### config.mk
export PLATFORM = sky130hd
export DESIGN_NAME = imem_boot_loader
export DESIGN_NICKNAME = d
export VERILOG_FILES = /design/src/rtl/imem_boot_loader.sv
export SDC_FILE = /design/constraint.sdc
export NUM_CORES = 1
export LEC_CHECK = 0
export BUFFER_PORTS_ARGS = -buffer_cell sky130_fd_sc_hd__buf_2
export CAP_MARGIN = 25
export CORE_ASPECT_RATIO = 1.4
export CORE_UTILIZATION = 46
export DETAILED_ROUTE_END_ITERATION = 8
export PLACE_DENSITY = 0.78
export SYNTH_ARGS = -nofsm -noshare
export SYNTH_HDL_FRONTEND = slang
export SYNTH_SLANG_ARGS = --single-unit
### constraint.sdc
create_clock -name clock -period 3.3 [get_ports clock]
set_clock_uncertainty 0.1 [all_clocks]
set_input_delay 0.495 -clock clock [delete_from_list [all_inputs] [get_ports clock]]
set_output_delay 0.495 -clock clock [all_outputs]
set_load 0.05 [all_outputs]
### src/rtl/imem_boot_loader.sv
// -----------------------------------------------------------------------------
// imem_boot_loader
//
// Boot-time controller for the core's byte-wide instruction RAM. While a load
// session runs it holds the core in reset. It accepts 32-bit program words on a
// valid/ready stream and writes each word to the RAM write port as four bytes,
// most significant byte first. After the final word it waits a fixed number of
// cycles and then releases the core.
//
// Optional feature macro: BOOT_CHECKSUM_EN
//   When defined, a 'checksum' output is added. It holds the running sum
//   (mod 2**32) of every word actually written during the current session.
//
// Parameters
//   ADDR_WIDTH  byte-address width of the instruction RAM (capacity 2**(ADDR_WIDTH-2) words)
//   RESET_HOLD  cycles core_reset stays high after the last byte write (>=1)
//
// Ports
//   clock       system clock; all state changes on the rising edge
//   reset       synchronous, active-high
//   start       one-cycle pulse that begins a load session (from IDLE or RUN)
//   in_valid    program word valid
//   in_ready    loader can accept a word (high only while loading)
//   in_data     program word
//   in_last     marks in_data as the final word of the session
//   ram_we      instruction RAM byte write enable
//   ram_addr    instruction RAM byte address
//   ram_wdata   instruction RAM write byte
//   core_reset  reset to the core; low only when the program is running
//   mem_en      core memory enable; high only when the program is running
//   busy        session in progress (loading, writing or holding)
//   word_count  number of words written in this session
//   overflow    sticky flag: a word arrived while the RAM was full
//   checksum    (BOOT_CHECKSUM_EN only) running sum of written words
// -----------------------------------------------------------------------------
module imem_boot_loader #(
   parameter int ADDR_WIDTH = 10,
   parameter int RESET_HOLD = 4
) (
   input  logic                  clock,
   input  logic                  reset,
   input  logic                  start,
   input  logic                  in_valid,
   output logic                  in_ready,
   input  logic [31:0]           in_data,
   input  logic                  in_last,
   output logic                  ram_we,
   output logic [ADDR_WIDTH-1:0] ram_addr,
   output logic [7:0]            ram_wdata,
   output logic                  core_reset,
   output logic                  mem_en,
   output logic                  busy,
   output logic [ADDR_WIDTH-2:0] word_count,
   output logic                  overflow
`ifdef BOOT_CHECKSUM_EN
   ,
   output logic [31:0]           checksum
`endif
);

   localparam int WC_W = ADDR_WIDTH - 1;
   localparam logic [WC_W-1:0] MAX_WORDS = WC_W'(2 ** (ADDR_WIDTH - 2));
   localparam int HOLD_W = (RESET_HOLD > 1) ? $clog2(RESET_HOLD) : 1;
   localparam logic [HOLD_W-1:0] HOLD_LAST = HOLD_W'(RESET_HOLD - 1);

   typedef enum logic [2:0] {
      IDLE,
      LOAD,
      WRITE,
      HOLD,
      RUN
   } state_t;

   state_t                state_q,      state_d;
   logic [1:0]            byte_idx_q,   byte_idx_d;
   logic [HOLD_W-1:0]     hold_cnt_q,   hold_cnt_d;
   logic [31:0]           word_q,       word_d;
   logic                  last_q,       last_d;
   logic                  ram_we_q,     ram_we_d;
   logic [ADDR_WIDTH-1:0] ram_addr_q,   ram_addr_d;
   logic [7:0]            ram_wdata_q,  ram_wdata_d;
   logic                  in_ready_q,   in_ready_d;
   logic                  core_reset_q, core_reset_d;
   logic                  mem_en_q,     mem_en_d;
   logic                  busy_q,       busy_d;
   logic [WC_W-1:0]       word_count_q, word_count_d;
   logic                  overflow_q,   overflow_d;
`ifdef BOOT_CHECKSUM_EN
   logic [31:0]           checksum_q,   checksum_d;
`endif

   logic [1:0]            byte_next;

   // Byte b of a word, most significant byte first.
   function automatic logic [7:0] pick_byte(input logic [31:0] w, input logic [1:0] b);
      case (b)
         2'd0:    return w[31:24];
         2'd1:    return w[23:16];
         2'd2:    return w[15:8];
         default: return w[7:0];
      endcase
   endfunction

   // Next-state and next-output logic. All outputs are registered, so every
   // output value is decided here one cycle ahead of when it appears.
   always_comb begin
      state_d      = state_q;
      byte_idx_d   = byte_idx_q;
      hold_cnt_d   = hold_cnt_q;
      word_d       = word_q;
      last_d       = last_q;
      ram_we_d     = ram_we_q;
      ram_addr_d   = ram_addr_q;
      ram_wdata_d  = ram_wdata_q;
      in_ready_d   = in_ready_q;
      core_reset_d = core_reset_q;
      mem_en_d     = mem_en_q;
      busy_d       = busy_q;
      word_count_d = word_count_q;
      overflow_d   = overflow_q;
`ifdef BOOT_CHECKSUM_EN
      checksum_d   = checksum_q;
`endif
      byte_next    = byte_idx_q + 2'd1;

      case (state_q)
         IDLE, RUN: begin
            // A start pulse (re)opens a session; the core goes back into reset.
            if (start) begin
               state_d      = LOAD;
               in_ready_d   = 1'b1;
               busy_d       = 1'b1;
               core_reset_d = 1'b1;
               mem_en_d     = 1'b0;
               word_count_d = '0;
               overflow_d   = 1'b0;
`ifdef BOOT_CHECKSUM_EN
               checksum_d   = '0;
`endif
            end
         end

         LOAD: begin
            if (in_valid && in_ready_q) begin
               word_d = in_data;
               last_d = in_last;
               if (word_count_q < MAX_WORDS) begin
                  // The first byte goes out on the very next cycle.
                  state_d     = WRITE;
                  byte_idx_d  = 2'd0;
                  in_ready_d  = 1'b0;
                  ram_we_d    = 1'b1;
                  ram_addr_d  = {word_count_q[WC_W-2:0], 2'd0};
                  ram_wdata_d = in_data[31:24];
               end else begin
                  // RAM is full: drop the word, but a final word still ends the session.
                  overflow_d = 1'b1;
                  if (in_last) begin
                     state_d    = HOLD;
                     hold_cnt_d = '0;
                     in_ready_d = 1'b0;
                  end
               end
            end
         end

         WRITE: begin
            if (byte_idx_q == 2'd3) begin
               ram_we_d     = 1'b0;
               word_count_d = word_count_q + 1'b1;
`ifdef BOOT_CHECKSUM_EN
               checksum_d   = checksum_q + word_q;
`endif
               if (last_q) begin
                  state_d    = HOLD;
                  hold_cnt_d = '0;
               end else begin
                  state_d    = LOAD;
                  in_ready_d = 1'b1;
               end
            end else begin
               byte_idx_d  = byte_next;
               ram_addr_d  = {word_count_q[WC_W-2:0], byte_next};
               ram_wdata_d = pick_byte(word_q, byte_next);
            end
         end

         HOLD: begin
            if (hold_cnt_q == HOLD_LAST) begin
               state_d      = RUN;
               core_reset_d = 1'b0;
               mem_en_d     = 1'b1;
               busy_d       = 1'b0;
            end else begin
               hold_cnt_d = hold_cnt_q + 1'b1;
            end
         end

         default: begin
            state_d = IDLE;
         end
      endcase
   end

   // State and output registers. Reset aborts any session at once; bytes
   // already written stay in the RAM.
   always_ff @(posedge clock) begin
      if (reset) begin
         state_q      <= IDLE;
         byte_idx_q   <= '0;
         hold_cnt_q   <= '0;
         word_q       <= '0;
         last_q       <= 1'b0;
         ram_we_q     <= 1'b0;
         ram_addr_q   <= '0;
         ram_wdata_q  <= '0;
         in_ready_q   <= 1'b0;
         core_reset_q <= 1'b1;
         mem_en_q     <= 1'b0;
         busy_q       <= 1'b0;
         word_count_q <= '0;
         overflow_q   <= 1'b0;
`ifdef BOOT_CHECKSUM_EN
         checksum_q   <= '0;
`endif
      end else begin
         state_q      <= state_d;
         byte_idx_q   <= byte_idx_d;
         hold_cnt_q   <= hold_cnt_d;
         word_q       <= word_d;
         last_q       <= last_d;
         ram_we_q     <= ram_we_d;
         ram_addr_q   <= ram_addr_d;
         ram_wdata_q  <= ram_wdata_d;
         in_ready_q   <= in_ready_d;
         core_reset_q <= core_reset_d;
         mem_en_q     <= mem_en_d;
         busy_q       <= busy_d;
         word_count_q <= word_count_d;
         overflow_q   <= overflow_d;
`ifdef BOOT_CHECKSUM_EN
         checksum_q   <= checksum_d;
`endif
      end
   end

   assign in_ready   = in_ready_q;
   assign ram_we     = ram_we_q;
   assign ram_addr   = ram_addr_q;
   assign ram_wdata  = ram_wdata_q;
   assign core_reset = core_reset_q;
   assign mem_en     = mem_en_q;
   assign busy       = busy_q;
   assign word_count = word_count_q;
   assign overflow   = overflow_q;
`ifdef BOOT_CHECKSUM_EN
   assign checksum   = checksum_q;
`endif

endmodule
Yosys cells after proc, flatten, opt, wreduce, memory -nomap -nowiden
Cells that the tools add are included.
{"block": "word_totals", "register_bits": 73}
{"block": "classes", "addsub": 3, "order_cmp": 1, "eq_ne": 20, "n_mux": 50, "n_reduce_logical": 19}
{"cell": "$mux W10", "n": 3}
{"cell": "$mux W8", "n": 3}
{"cell": "$pmux W8 S3", "n": 1}
{"cell": "$ne A2 B2 Y1 const B", "n": 11}
{"cell": "$mux W2", "n": 10}
{"cell": "$pmux W10 S2", "n": 1}
{"cell": "$mux W3", "n": 6}
{"cell": "$mux W9", "n": 2}
{"cell": "$pmux W9 S2", "n": 1}
{"cell": "$pmux W8 S2", "n": 1}
{"cell": "$mux W1", "n": 14}
{"cell": "$pmux W3 S4", "n": 1}
{"cell": "$reduce_and A4 Y1", "n": 3}
{"cell": "$add A9 B1 Y9 const B", "n": 1}
{"cell": "$lt A9 B9 Y1 const B", "n": 1}
{"cell": "$pmux W1 S2", "n": 4}
{"cell": "$reduce_bool A2 Y1", "n": 4}
{"cell": "$reduce_and A7 Y1", "n": 1}
{"cell": "$eq A2 B2 Y1 const B", "n": 3}
{"cell": "$eq A3 B2 Y1 const B", "n": 2}
{"cell": "$pmux W2 S3", "n": 1}
{"cell": "$reduce_and A3 Y1", "n": 2}
{"cell": "$reduce_and A6 Y1", "n": 1}
{"cell": "$reduce_bool A3 Y1", "n": 2}
{"cell": "13 further kinds", "n": 14}

Longest topological paths before layout
Gate-level depths: netlist (run 1).
{"block": "logic_depth", "ltp_word": 5, "depth_mapped": 8, "mapped_depth_nobuf": 6}

Worst setup path before layout (run 1)
Ideal clock, no wire load.
{"block": "synth_timing", "path_type": "register to register", "from": "register byte_idx_q[0]", "to": "register word_count_q[5] (netlist: word_count[5])", "setup_ns": 0.070, "arrival_ns": 2.092, "required_ns": 3.130, "setup_slack_ns": 1.038, "path_stages_with_launch": 7, "synth_period_minus_slack_ns": 2.262, "path_cell_list": "dfxtp_1 -> ha_1 -> nand3b_1 -> a21o_1 -> clkbuf_1 -> or3_1 -> a21oi_1"}
{"block": "synth_between", "elab_chain_len": 3}
{"element": "from (decl)", "line_no": "75", "source": "logic [1:0] byte_idx_q, byte_idx_d;"}
{"element": "from (signal assigned)", "line_no": "228", "source": "byte_idx_q <= byte_idx_d;"}
{"element": "$eq A2 B2 Y1", "line_no": "168", "source": "if (byte_idx_q == 2'd3) begin"}
{"element": "$ne A2 B2 Y1 (no source line)"}
{"element": "$reduce_and A3 Y1 (no source line)"}
{"element": "to (signal assigned)", "line_no": "239", "source": "word_count_q <= word_count_d;"}
{"element": "to (decl)", "line_no": "86", "source": "logic [WC_W-1:0] word_count_q, word_count_d;"}
No other way between the ends.
A chain may end at the register's enable or synchronous reset.

Worst setup path after layout (run 1)
{"block": "layout_timing", "from": "register state_q[1]", "to": "register ram_wdata_q[0] (netlist: ram_wdata[0])"}
{"block": "layout_between", "elab_chain_len": 3, "elab_cells_between_ends": 8}
{"element": "from (decl)", "line_no": "74", "source": "state_t state_q, state_d;"}
{"element": "from (signal assigned)", "line_no": "227", "source": "state_q <= state_d;"}
{"element": "$eq A3 B2 Y1 or $eq A3 B1 Y1 (tied branches)", "line_no": "126", "source": "case (state_q)"}
{"element": "$ne A2 B2 Y1 (no source line) or $reduce_bool A2 Y1 (tied branches)"}
{"element": "$reduce_and A4 Y1 (no source line)"}
{"element": "to (signal assigned)", "line_no": "234", "source": "ram_wdata_q <= ram_wdata_d;"}
{"element": "to (decl)", "line_no": "81", "source": "logic [7:0] ram_wdata_q, ram_wdata_d;"}
Parallel ways exist; a longest one is shown, timed or not.

==> results of run 1 <==
==> how the worst max path moves through the flow <==
stage,start,end,cells past startpoint
after floorplan,byte_idx_q[0],word_count[5],6
after global placement,state_q[1],ram_wdata[7],4
after global routing,state_q[1],ram_wdata[3],4
after CTS,state_q[1],ram_wdata[7],4
final,state_q[1],ram_wdata[0],4
after detailed placement,state_q[1],ram_wdata[7],4
==> stage by stage <==
step	util (%)	worst slack, ns	area [um^2]	total power (W)	cells
after global placement	52.8	0.863	3510	0.00166	542
after detailed placement	52.8	0.756	3510	0.00167	542
after CTS	56.3	0.741	3740	0.00247	558
final	56.3	0.717	3740	0.00245	558
after global routing	56.3	0.545	3740	0.00258	558
after floorplan	-	1.04	3180	0.00155	410
==> cell type report <==
cell class	count	share of cell area (%)
flip-flops and latches	71	38.0
repair buffers	72	9.82
well taps	92	3.07
inverters	16	1.60
clock buffers	11	4.04
clock inverters	5	2.14
multi-input cells	291	41.4
==> registers in the layout, summed over array words and instances (netlist names) <==
| register | count |
|---|---|
| mem_en | 1 |
| ram_wdata | 8 |
| word_q | 32 |
| core_reset | 1 |
| byte_idx_q | 1 |
| in_ready | 1 |
| state_q | 3 |
| ram_we | 1 |
| busy | 1 |
| overflow | 1 |
| last_q | 1 |
| word_count | 9 |
| hold_cnt_q | 2 |
| ram_addr | 9 |
==> placed cells by master (no fill, tap or decap), types with 6 or more instances in the layout <==
master / n
a21oi_1: 73
dfxtp_1: 71
nand2_1: 103
o21ai_0: 6
clkbuf_8: 11
a22oi_1: 9
nor3_1: 11
ha_1: 7
inv_1: 16
buf_2: 69
nor2_1: 19
a221oi_1: 8
==> per-layer routing <==
metal | track usage [%] | part of all wire [%]
met5 | 0 | 0
met4 | 11.5 | 3.1
met3 | 5.02 | 5.7
met2 | 38.0 | 49
met1 | 29.0 | 42
==> cell families (layout without fill, tap and decap cells) <==
kind of cell | Yosys count | count (layout) | share of synthesized area, %
compound gates | 114 | 114 | 21.7
fa+ha+maj | 7 | 7 | 2.75
buf+inv | 48 | 104 | 6.68
simple gates | 166 | 166 | 23.0
mux | 2 | 2 | 0.629
flops | 71 | 71 | 44.7
xor+xnor | 2 | 2 | 0.550
==> worst max-delay path: stages, from the launching register on <==
cell	delay (ns)
dfxtp_1	0.73
or3b_2	0.71
o32a_1	0.49
a221oi_1	0.34
nor3_1	0.09
==> power groups by stage <==
stage / Clock [W] / Sequential (W) / Combinational [W]
global placement: 0 / 0.00103 / 0.000624
CTS: 0.000806 / 0.00102 / 0.000643
detailed placement: 0 / 0.00104 / 0.000637
floorplan: 0 / 0.00115 / 0.000402
global route: 0.000842 / 0.00103 / 0.000704
finish: 0.000794 / 0.00102 / 0.000641
==> impl_metrics.yaml, run 1 <==
setup_path:
  reg2reg_setup_slack_ns: 0.72
  crit_fanout: 21
  critPathKind: "flop to flop"
  timing.rr.end: "ram_wdata[0]"
  start_kind: "flop"
  cp.arrival_ns: 2.70
  r2r_start: "state_q[1]"
  worstRegToRegCells: 4
  crit_path_end_kind: "flop"
  worstPathRequired_ns: 3.42
route:
  num_vias: 3032
  drtIter0Drc: 226
  drtAntennaViolNets: 0
  dr.pass1.iters: 4
  wl_per_cell_um: 14.2
  finalWirelength_um: 7940
  drc: 0
  via_per_inst: 5.43
logic_synthesis:
  synth_common_cells: "nand2_1, a21oi_1, dfxtp_1, clkbuf_1, nor2_1"
  post_synth_num_cell_types: 44
  synth-seq-area-share_pct: 44.7
  synth_top_area_share_pct: 44.7
  yosys.area.top_type: "dfxtp_1"
  syn_area_per_cell_um2: 7.76
  ys_seq_elements: 71
  synth_warnings: 0
  synth_nets: 454
  syn_area_mm2: 0.00318
  yosysMostFrequentCell: "nand2_1"
  synthArstFlopShare_pct: 0
  synth_edf_count: 0
  synth_area_leaders: "dfxtp_1, nand2_1, a21oi_1, ha_1, clkbuf_1"
  syn_inst: 410
  ys.flop_type: "dfxtp_1"
global_routing:
  antenna_found_initial: 0
  grt_max_degree: 47
  grt_usage_pct: 23.4
  grt_pass1_vias: 2902
  overflow: 0
  grt_pass1_wl_um: 13200
place:
  dp_hpwl_um: 5360
  port_buffers: 69
  place_congestion: 0.853
cts:
  cts.path.max_buffers: 2
  clkLatencyLatePin_ns: 0.35
  cts_buffers: 9
  holdBufCountCts: 0
  root_buffer: "clkbuf_8"
  clock_sinks: 71
  cts_tree: "done"
  ctsResizeCount: 0
  htreeDepth: 3
  clk_pin_slew_ns: 0.07
  post_cts_buffers: 0
finish:
  drive_gt1_share_pct: 20.0
  area_growth_pct: 17.6
  seqCellArea_mm2: 0.00142
  final_nets: 505
  fillCellCount: 646
  antennaDiodeCount: 0
  multi_input_area_mm2: 0.00155
power:
  pwr-share-clk_pct: 32.3
  p_leak_nw: 1.47
  p_int_w: 0.00159
  seq_power_share_pct: 41.5
  switching_share_pct: 35.3
  pwr_density_cell_mw_per_mm2: 655
  comb_power_share_pct: 26.1
  switching_power_w: 0.000867
  irDropWorstVdd_mv: 0.368
timing:
  hold_viol: 0
  rsz0062_at_grt: "false"
  fin_crit_sh_pct: 78.3
  relSlewSlack_pct: 51.7
  slew_violations: 0
  layout_min_cycle_time_ns: 2.58
  fin_setup_tns_ns: 0
  worstMarginPinSlew_ns: 0.725
  hold_ws_ns: 0.280
  fmax_mhz: 387
  setup_violations: 0
floorplanning:
  die_h_um: 100
  dieArea_mm2: 0.00726
  start_util_pct: 47.8
  io_pins: 70
  core-area_mm2: 0.00666
  die_width_um: 72.3
  fp-row-count: 35
hold_path:
  worstHoldStart: "in_data[8]"
  whs_path_depth: 3
  min_path_type: "primary input to flop"
  min_delay_worst_endpoint: "word_q[8]"
run_status:
  status: "finished clean"
job:
  drv_cap: 0
Power figures use the tool's default switching activity.
==> run 2, diff against run 1 <==
- ABC_AREA: default -> 1
- clock period: 3.3 -> 2.45 ns (I/O delays scaled with it)
==> run 2 against run 1 <==
Net effect:
- maximum frequency is 35% higher
- synthesized area is 3.0% higher
- wire length is 3.8% higher
- non-clock buffer count is 2 higher
- via count is 6.5% higher
- critical path depth is 2 higher
- sequential power is 54% higher
- worst setup slack worse by 0.18 ns
==> impl_metrics.yaml, run 2 <==
timing:
  rsz0062_at_grt: "false"
  finalWorstSetupSlack_ns: 0.538
  setup_violations: 0
  hold_ws_ns: 0.134
  layout_min_cycle_time_ns: 1.91
  fin_crit_sh_pct: 78.0
  fin_setup_tns_ns: 0
  slew_violations: 0
  relSlewSlack_pct: 61.1
  fmax_mhz: 523
  worstMarginPinSlew_ns: 0.583
  hold_viol: 0
setup_path:
  cp.arrival_ns: 2.09
  path_cells: "ha_1, inv_1, nand3_1, nand3_1, or2_2, a21oi_1"
  crit_fanout: 12
  critPathBufInv: 1
  crit_family: "simple AND/OR/NAND/NOR gates"
  cpMostUsedCell: "nand3_1"
  start_kind: "flop"
  worstPathRequired_ns: 2.63
  crit_path_end_kind: "flop"
  worstRegToRegCells: 6
  slowest_delay_ns: 0.44
  timing.rr.end: "word_count[0]"
  critPathKind: "flop to flop"
  reg2reg_setup_slack_ns: 0.54
  worst_path_max_delay_cell: "dfxtp_1"
  r2r_start: "ram_addr[1]"
logic_synthesis:
  synth_edf_count: 0
  ys_seq_elements: 71
  syn_inst: 474
  syn_area_per_cell_um2: 6.92
  yosys.area.top_type: "dfxtp_1"
  synth-seq-area-share_pct: 43.3
  ys.flop_type: "dfxtp_1"
  post_synth_num_cell_types: 23
  yosysMostFrequentCell: "nor2_1"
  synth_warnings: 0
  synth_top_area_share_pct: 43.3
  synth_area_leaders: "dfxtp_1, nor2_1, nand2_1, o21ai_0, a21oi_1"
  synth_nets: 518
  synth_common_cells: "nor2_1, nand2_1, dfxtp_1, o21ai_0, a21oi_1"
  synthArstFlopShare_pct: 0
  syn_area_mm2: 0.00328
global_routing:
  grt_usage_pct: 24.2
  grt_max_degree: 57
  grt_pass1_wl_um: 13800
  overflow: 0
  antenna_found_initial: 0
  grt_pass1_vias: 3070
cts:
  ctsResizeCount: 0
  clkLatencyLatePin_ns: 0.36
  holdBufCountCts: 0
  cts_buffers: 9
  clock_sinks: 71
  htreeDepth: 3
  cts_tree: "done"
  root_buffer: "clkbuf_8"
  post_cts_buffers: 0
  clk_pin_slew_ns: 0.07
  cts.path.max_buffers: 2
place:
  place_ws_ns: 0.563
  place_congestion: 0.867
  port_buffers: 69
  dp_hpwl_um: 5910
route:
  wl_per_cell_um: 13.0
  dr.pass1.iters: 5
  num_vias: 3229
  drc: 0
  finalWirelength_um: 8240
  via_per_inst: 5.08
  drtAntennaViolNets: 0
  drtIter0Drc: 224
finish:
  drive_gt1_share_pct: 19.0
  top_register: "word_q"
  layout_common_cells: "nor2_1, nand2_1, dfxtp_1"
  antennaDiodeCount: 0
  final_nets: 580
  area_growth_pct: 17.6
  final_common_cell: "nor2_1"
  largest_reg_flops: 32
hold_path:
  min_path_type: "primary input to flop"
  worstHoldStart: "in_data[11]"
  whs_path_depth: 3
  min_delay_worst_endpoint: "word_q[11]"
floorplanning:
  start_util_pct: 47.3
  die_width_um: 73.4
  fp-row-count: 36
  io_pins: 70
  core-area_mm2: 0.00694
  dieArea_mm2: 0.00748
  die_h_um: 102
job:
  drv_cap: 0
power:
  switching_share_pct: 46.5
  comb_power_share_pct: 43.7
  pwr_density_cell_mw_per_mm2: 1150
  irDropWorstVdd_mv: 0.473
  p_int_w: 0.00238
  total_power_w: 0.00445
  pwr-share-clk_pct: 21.1
  p_leak_nw: 1.89
  seq_power_share_pct: 35.2
  switching_power_w: 0.00207
run_status:
  status: "finished clean"
run 2: cell count changes after synthesis, sizes merged, moves of 7 or more:
cell    delta
a21boi     +8
a21oi     -26
a221oi     -8
a22oi      -9
clkbuf     -7
inv       +24
nand2     -25
nand3     +25
nor2      +91
nor3      -10
o21ai     +49
run 2: worst reg2reg max path, delay by kind of cell (launching register included):
kind	cells	cell delay [ns]
AOI/OAI and AO/OA	1	0.14
and+or+nand+nor	3	0.90
buffers and inverters	1	0.05
adders and majority gates	1	0.23
DFF	1	0.44
run 2: power groups by stage:
| stage | Clock (W) | Sequential (W) | Combinational, W |
|---|---|---|---|
| final | 0.000938 | 0.00157 | 0.00194 |
| after floorplan | 0 | 0.00200 | 0.00108 |
| after global placement | 0 | 0.00158 | 0.00190 |
| after global routing | 0.00101 | 0.00159 | 0.00216 |
| after detailed placement | 0 | 0.00159 | 0.00193 |
| after CTS | 0.000944 | 0.00157 | 0.00194 |
run 2: cell type report:
class                      instances  area [um^2]
fill                             747         3080
multi-input combinational        340         1590
sequential                        71         1420
timing repair buffer              74          383
inverter                          40          150
clock buffer                       9          124
tap                               95          119
clock inverter                     7         72.6
run 2: through the flow:
step	instance area, um^2	utilization (%)	cells
after CTS	3850	55.6	636
after detailed placement	3660	52.7	620
after global routing	3850	55.6	636
final	3850	55.6	636
after floorplan	3280	-	474
after global placement	3660	52.7	620
run 2: worst max-delay path by stage:
stage | startpoint | end | depth (start not counted) | slack, ns
finish | ram_addr[1] | word_count[0] | 6 | 0.54
global route | ram_addr[1] | word_count[0] | 6 | 0.32
CTS | ram_addr[1] | word_count[0] | 6 | 0.54
detailed placement | ram_addr[1] | word_count[0] | 6 | 0.56
global placement | byte_idx_q[0] | word_count[0] | 6 | 0.66
floorplan | byte_idx_q[0] | ram_wdata[6] | 7 | 0.51
run 2: logic make-up (layout without fill, tap and decap cells):
| kind of cell | Yosys count | count (layout) | share of synthesized area [%] |
|---|---|---|---|
| simple gates | 222 | 222 | 28.0 |
| compound gates | 110 | 110 | 17.4 |
| flops | 71 | 71 | 43.3 |
| buf+inv | 63 | 130 | 8.32 |
| fa+ha+maj | 7 | 7 | 2.67 |
| xor+xnor | 1 | 1 | 0.267 |
run 2: per-layer routing:
| layer | global-route usage [%] | vias to the layer above | share of wire (%) |
|---|---|---|---|
| met5 | 0 | - | 0 |
| met2 | 43.5 | 96 | 52 |
| met1 | 27.5 | 1471 | 40 |
| met3 | 4.14 | 19 | 4.5 |
| li1 | - | 1643 | - |
| met4 | 11.2 | 0 | 2.6 |
==> run 3, diff against run 2 <==
- PLACE_DENSITY: 0.78 -> 0.81
- clock period: 2.45 -> 1.7 ns (I/O delays scaled with it)
==> run 3 against run 2 <==
Net effect:
- worst setup slack got worse by 0.40 ns
- largest cell class unchanged
- critical path type unchanged
- count of clock-buffer cells in the layout rose by 3
- wire length rose by 1.8%
- largest power group unchanged
==> impl_metrics.yaml, run 3 (same netlist as run 2, synthesis figures left out) <==
cts:
  holdBufCountCts: 0
  clkLatencyLatePin_ns: 0.34
  root_buffer: "clkbuf_8"
  cts_buffers: 9
  clk_pin_slew_ns: 0.07
  cts.path.max_buffers: 2
  cts_tree: "done"
  htreeDepth: 3
  clock_sinks: 71
timing:
  layout_min_cycle_time_ns: 1.56
  relSlewSlack_pct: 75.3
  rsz0062_at_grt: "false"
  setup_violations: 0
  fmax_mhz: 640
  fin_setup_tns_ns: 0
  fin_crit_sh_pct: 91.9
  worstMarginPinSlew_ns: 0.371
  hold_viol: 0
  slew_violations: 0
floorplanning:
  fp-row-count: 36
  core-area_mm2: 0.00694
  die_width_um: 73.4
  start_util_pct: 47.3
  dieArea_mm2: 0.00748
  io_pins: 70
  die_h_um: 102
setup_path:
  slowest_delay_ns: 0.37
  crit_path_end_kind: "flop"
  crit_fanout: 13
  start_kind: "flop"
  worst_path_max_delay_cell: "dfxtp_4"
  critPathKind: "flop to flop"
  worstPathRequired_ns: 1.84
  path_cells: "inv_1, ha_1, buf_4, a21oi_2, nand3_1, a21boi_1, a21oi_1"
  cp.arrival_ns: 1.70
route:
  via_per_inst: 5.20
  drc: 0
  finalWirelength_um: 8390
  drtAntennaViolNets: 0
  drtIter0Drc: 271
  num_vias: 3339
  dr.pass1.iters: 5
  wl_per_cell_um: 13.1
job:
  drv_cap: 0
finish:
  area_growth_pct: 21.2
  final_area_mm2: 0.00397
  final_nets: 589
  final_common_cell: "nor2_1"
  top_register: "word_q"
  largest_reg_flops: 32
  fillCellCount: 706
  layout_common_cells: "nor2_1, nand2_1, buf_2"
  seqCellArea_mm2: 0.00143
  antennaDiodeCount: 0
  drive_gt1_share_pct: 22.1
  multi_input_area_mm2: 0.00160
place:
  dpl_cell_area_mm2: 0.00378
  dp_hpwl_um: 5900
  place_congestion: 0.909
  port_buffers: 69
global_routing:
  antenna_found_initial: 0
  grt_pass1_vias: 3095
  grt_usage_pct: 24.0
  grt_pass1_wl_um: 13800
  grt_max_degree: 55
  overflow: 0
run_status:
  status: "finished clean"
hold_path:
  min_path_type: "primary input to flop"
power:
  p_leak_nw: 1.96
  pwr_density_cell_mw_per_mm2: 1650
  irDropWorstVdd_mv: 0.952
## run 3: cell count changes in the layout (fill, tap and decap cells not counted), sizes merged
cell	change
clkbuf	+3
inv	-1
clkinv	-2
bufinv	-1
clkinvlp	-2
buf	+9
## run 3: path summary, 6_finish.rpt
path / depth (start not counted) / startpoint / slack [ns] / to
hold reg to reg: 2 / mem_en / 0.35 / mem_en
setup reg to reg: 7 / byte_idx_q[0] / 0.14 / ram_wdata[5]
setup / recovery: 7 / byte_idx_q[0] / 0.14 / ram_wdata[5]
hold / removal: 3 / in_data[0] / 0.03 / word_q[0]
## run 3: power breakdown
group	internal, W	total (W)	switching [W]
sequential	0.00202	0.00226	0.000245
combinational	0.000920	0.00307	0.00215
clock	0.000623	0.00121	0.000586
## run 3: final cells by class
| type | instances | share of cell area [%] |
|---|---|---|
| Multi-Input combinational cell | 340 | 40.3 |
| Inverter | 40 | 3.78 |
| Tap cell | 95 | 2.99 |
| Timing Repair Buffer | 83 | 12.6 |
| Clock inverter | 1 | 0.126 |
| Clock buffer | 12 | 4.16 |
| Sequential cell | 71 | 36.1 |
## run 3: through the flow
stage | cells | hold WS (ns) | utilization (%) | power [W] | setup slack, ns
4_1_cts | 642 | 0.0247 | 57.0 | 0.00648 | 0.0325
6_report | 642 | 0.0292 | 57.3 | 0.00654 | 0.138
5_1_grt | 642 | 0.0344 | 57.3 | 0.00696 | 0.00232
3_3_place_gp | 629 | 0.339 | 54.6 | 0.00520 | 0.128
3_5_place_dp | 629 | 0.337 | 54.6 | 0.00526 | 0.0425
2_1_floorplan | 474 | 0.290 | - | 0.00445 | 0.0906
## run 3: metal layers
metal  part of all wire [%]  routed length (um)  global-route usage (%)  vias up
met2                     50                4180                    41.0      133
met4                    3.1                 264                    11.4        0
met5                      0                   0                       0        -
met3                    5.6                 471                    4.93       24
li1                       -                   -                       -     1660
met1                     41                3470                    28.6     1522
## run 3: timing repair
item                       in CTS  in global routing
buffers inserted                0                  0
setup endpoints to repair       0                 25
gates resized for setup         0                 10
## run 3: worst max-delay path: cells and delay by family, from the launching register on
kind | cells | cell delay [ns]
compound gates | 3 | 0.40
fa+ha+maj | 1 | 0.21
flops | 1 | 0.37
simple gates | 1 | 0.11
buf+inv | 2 | 0.26
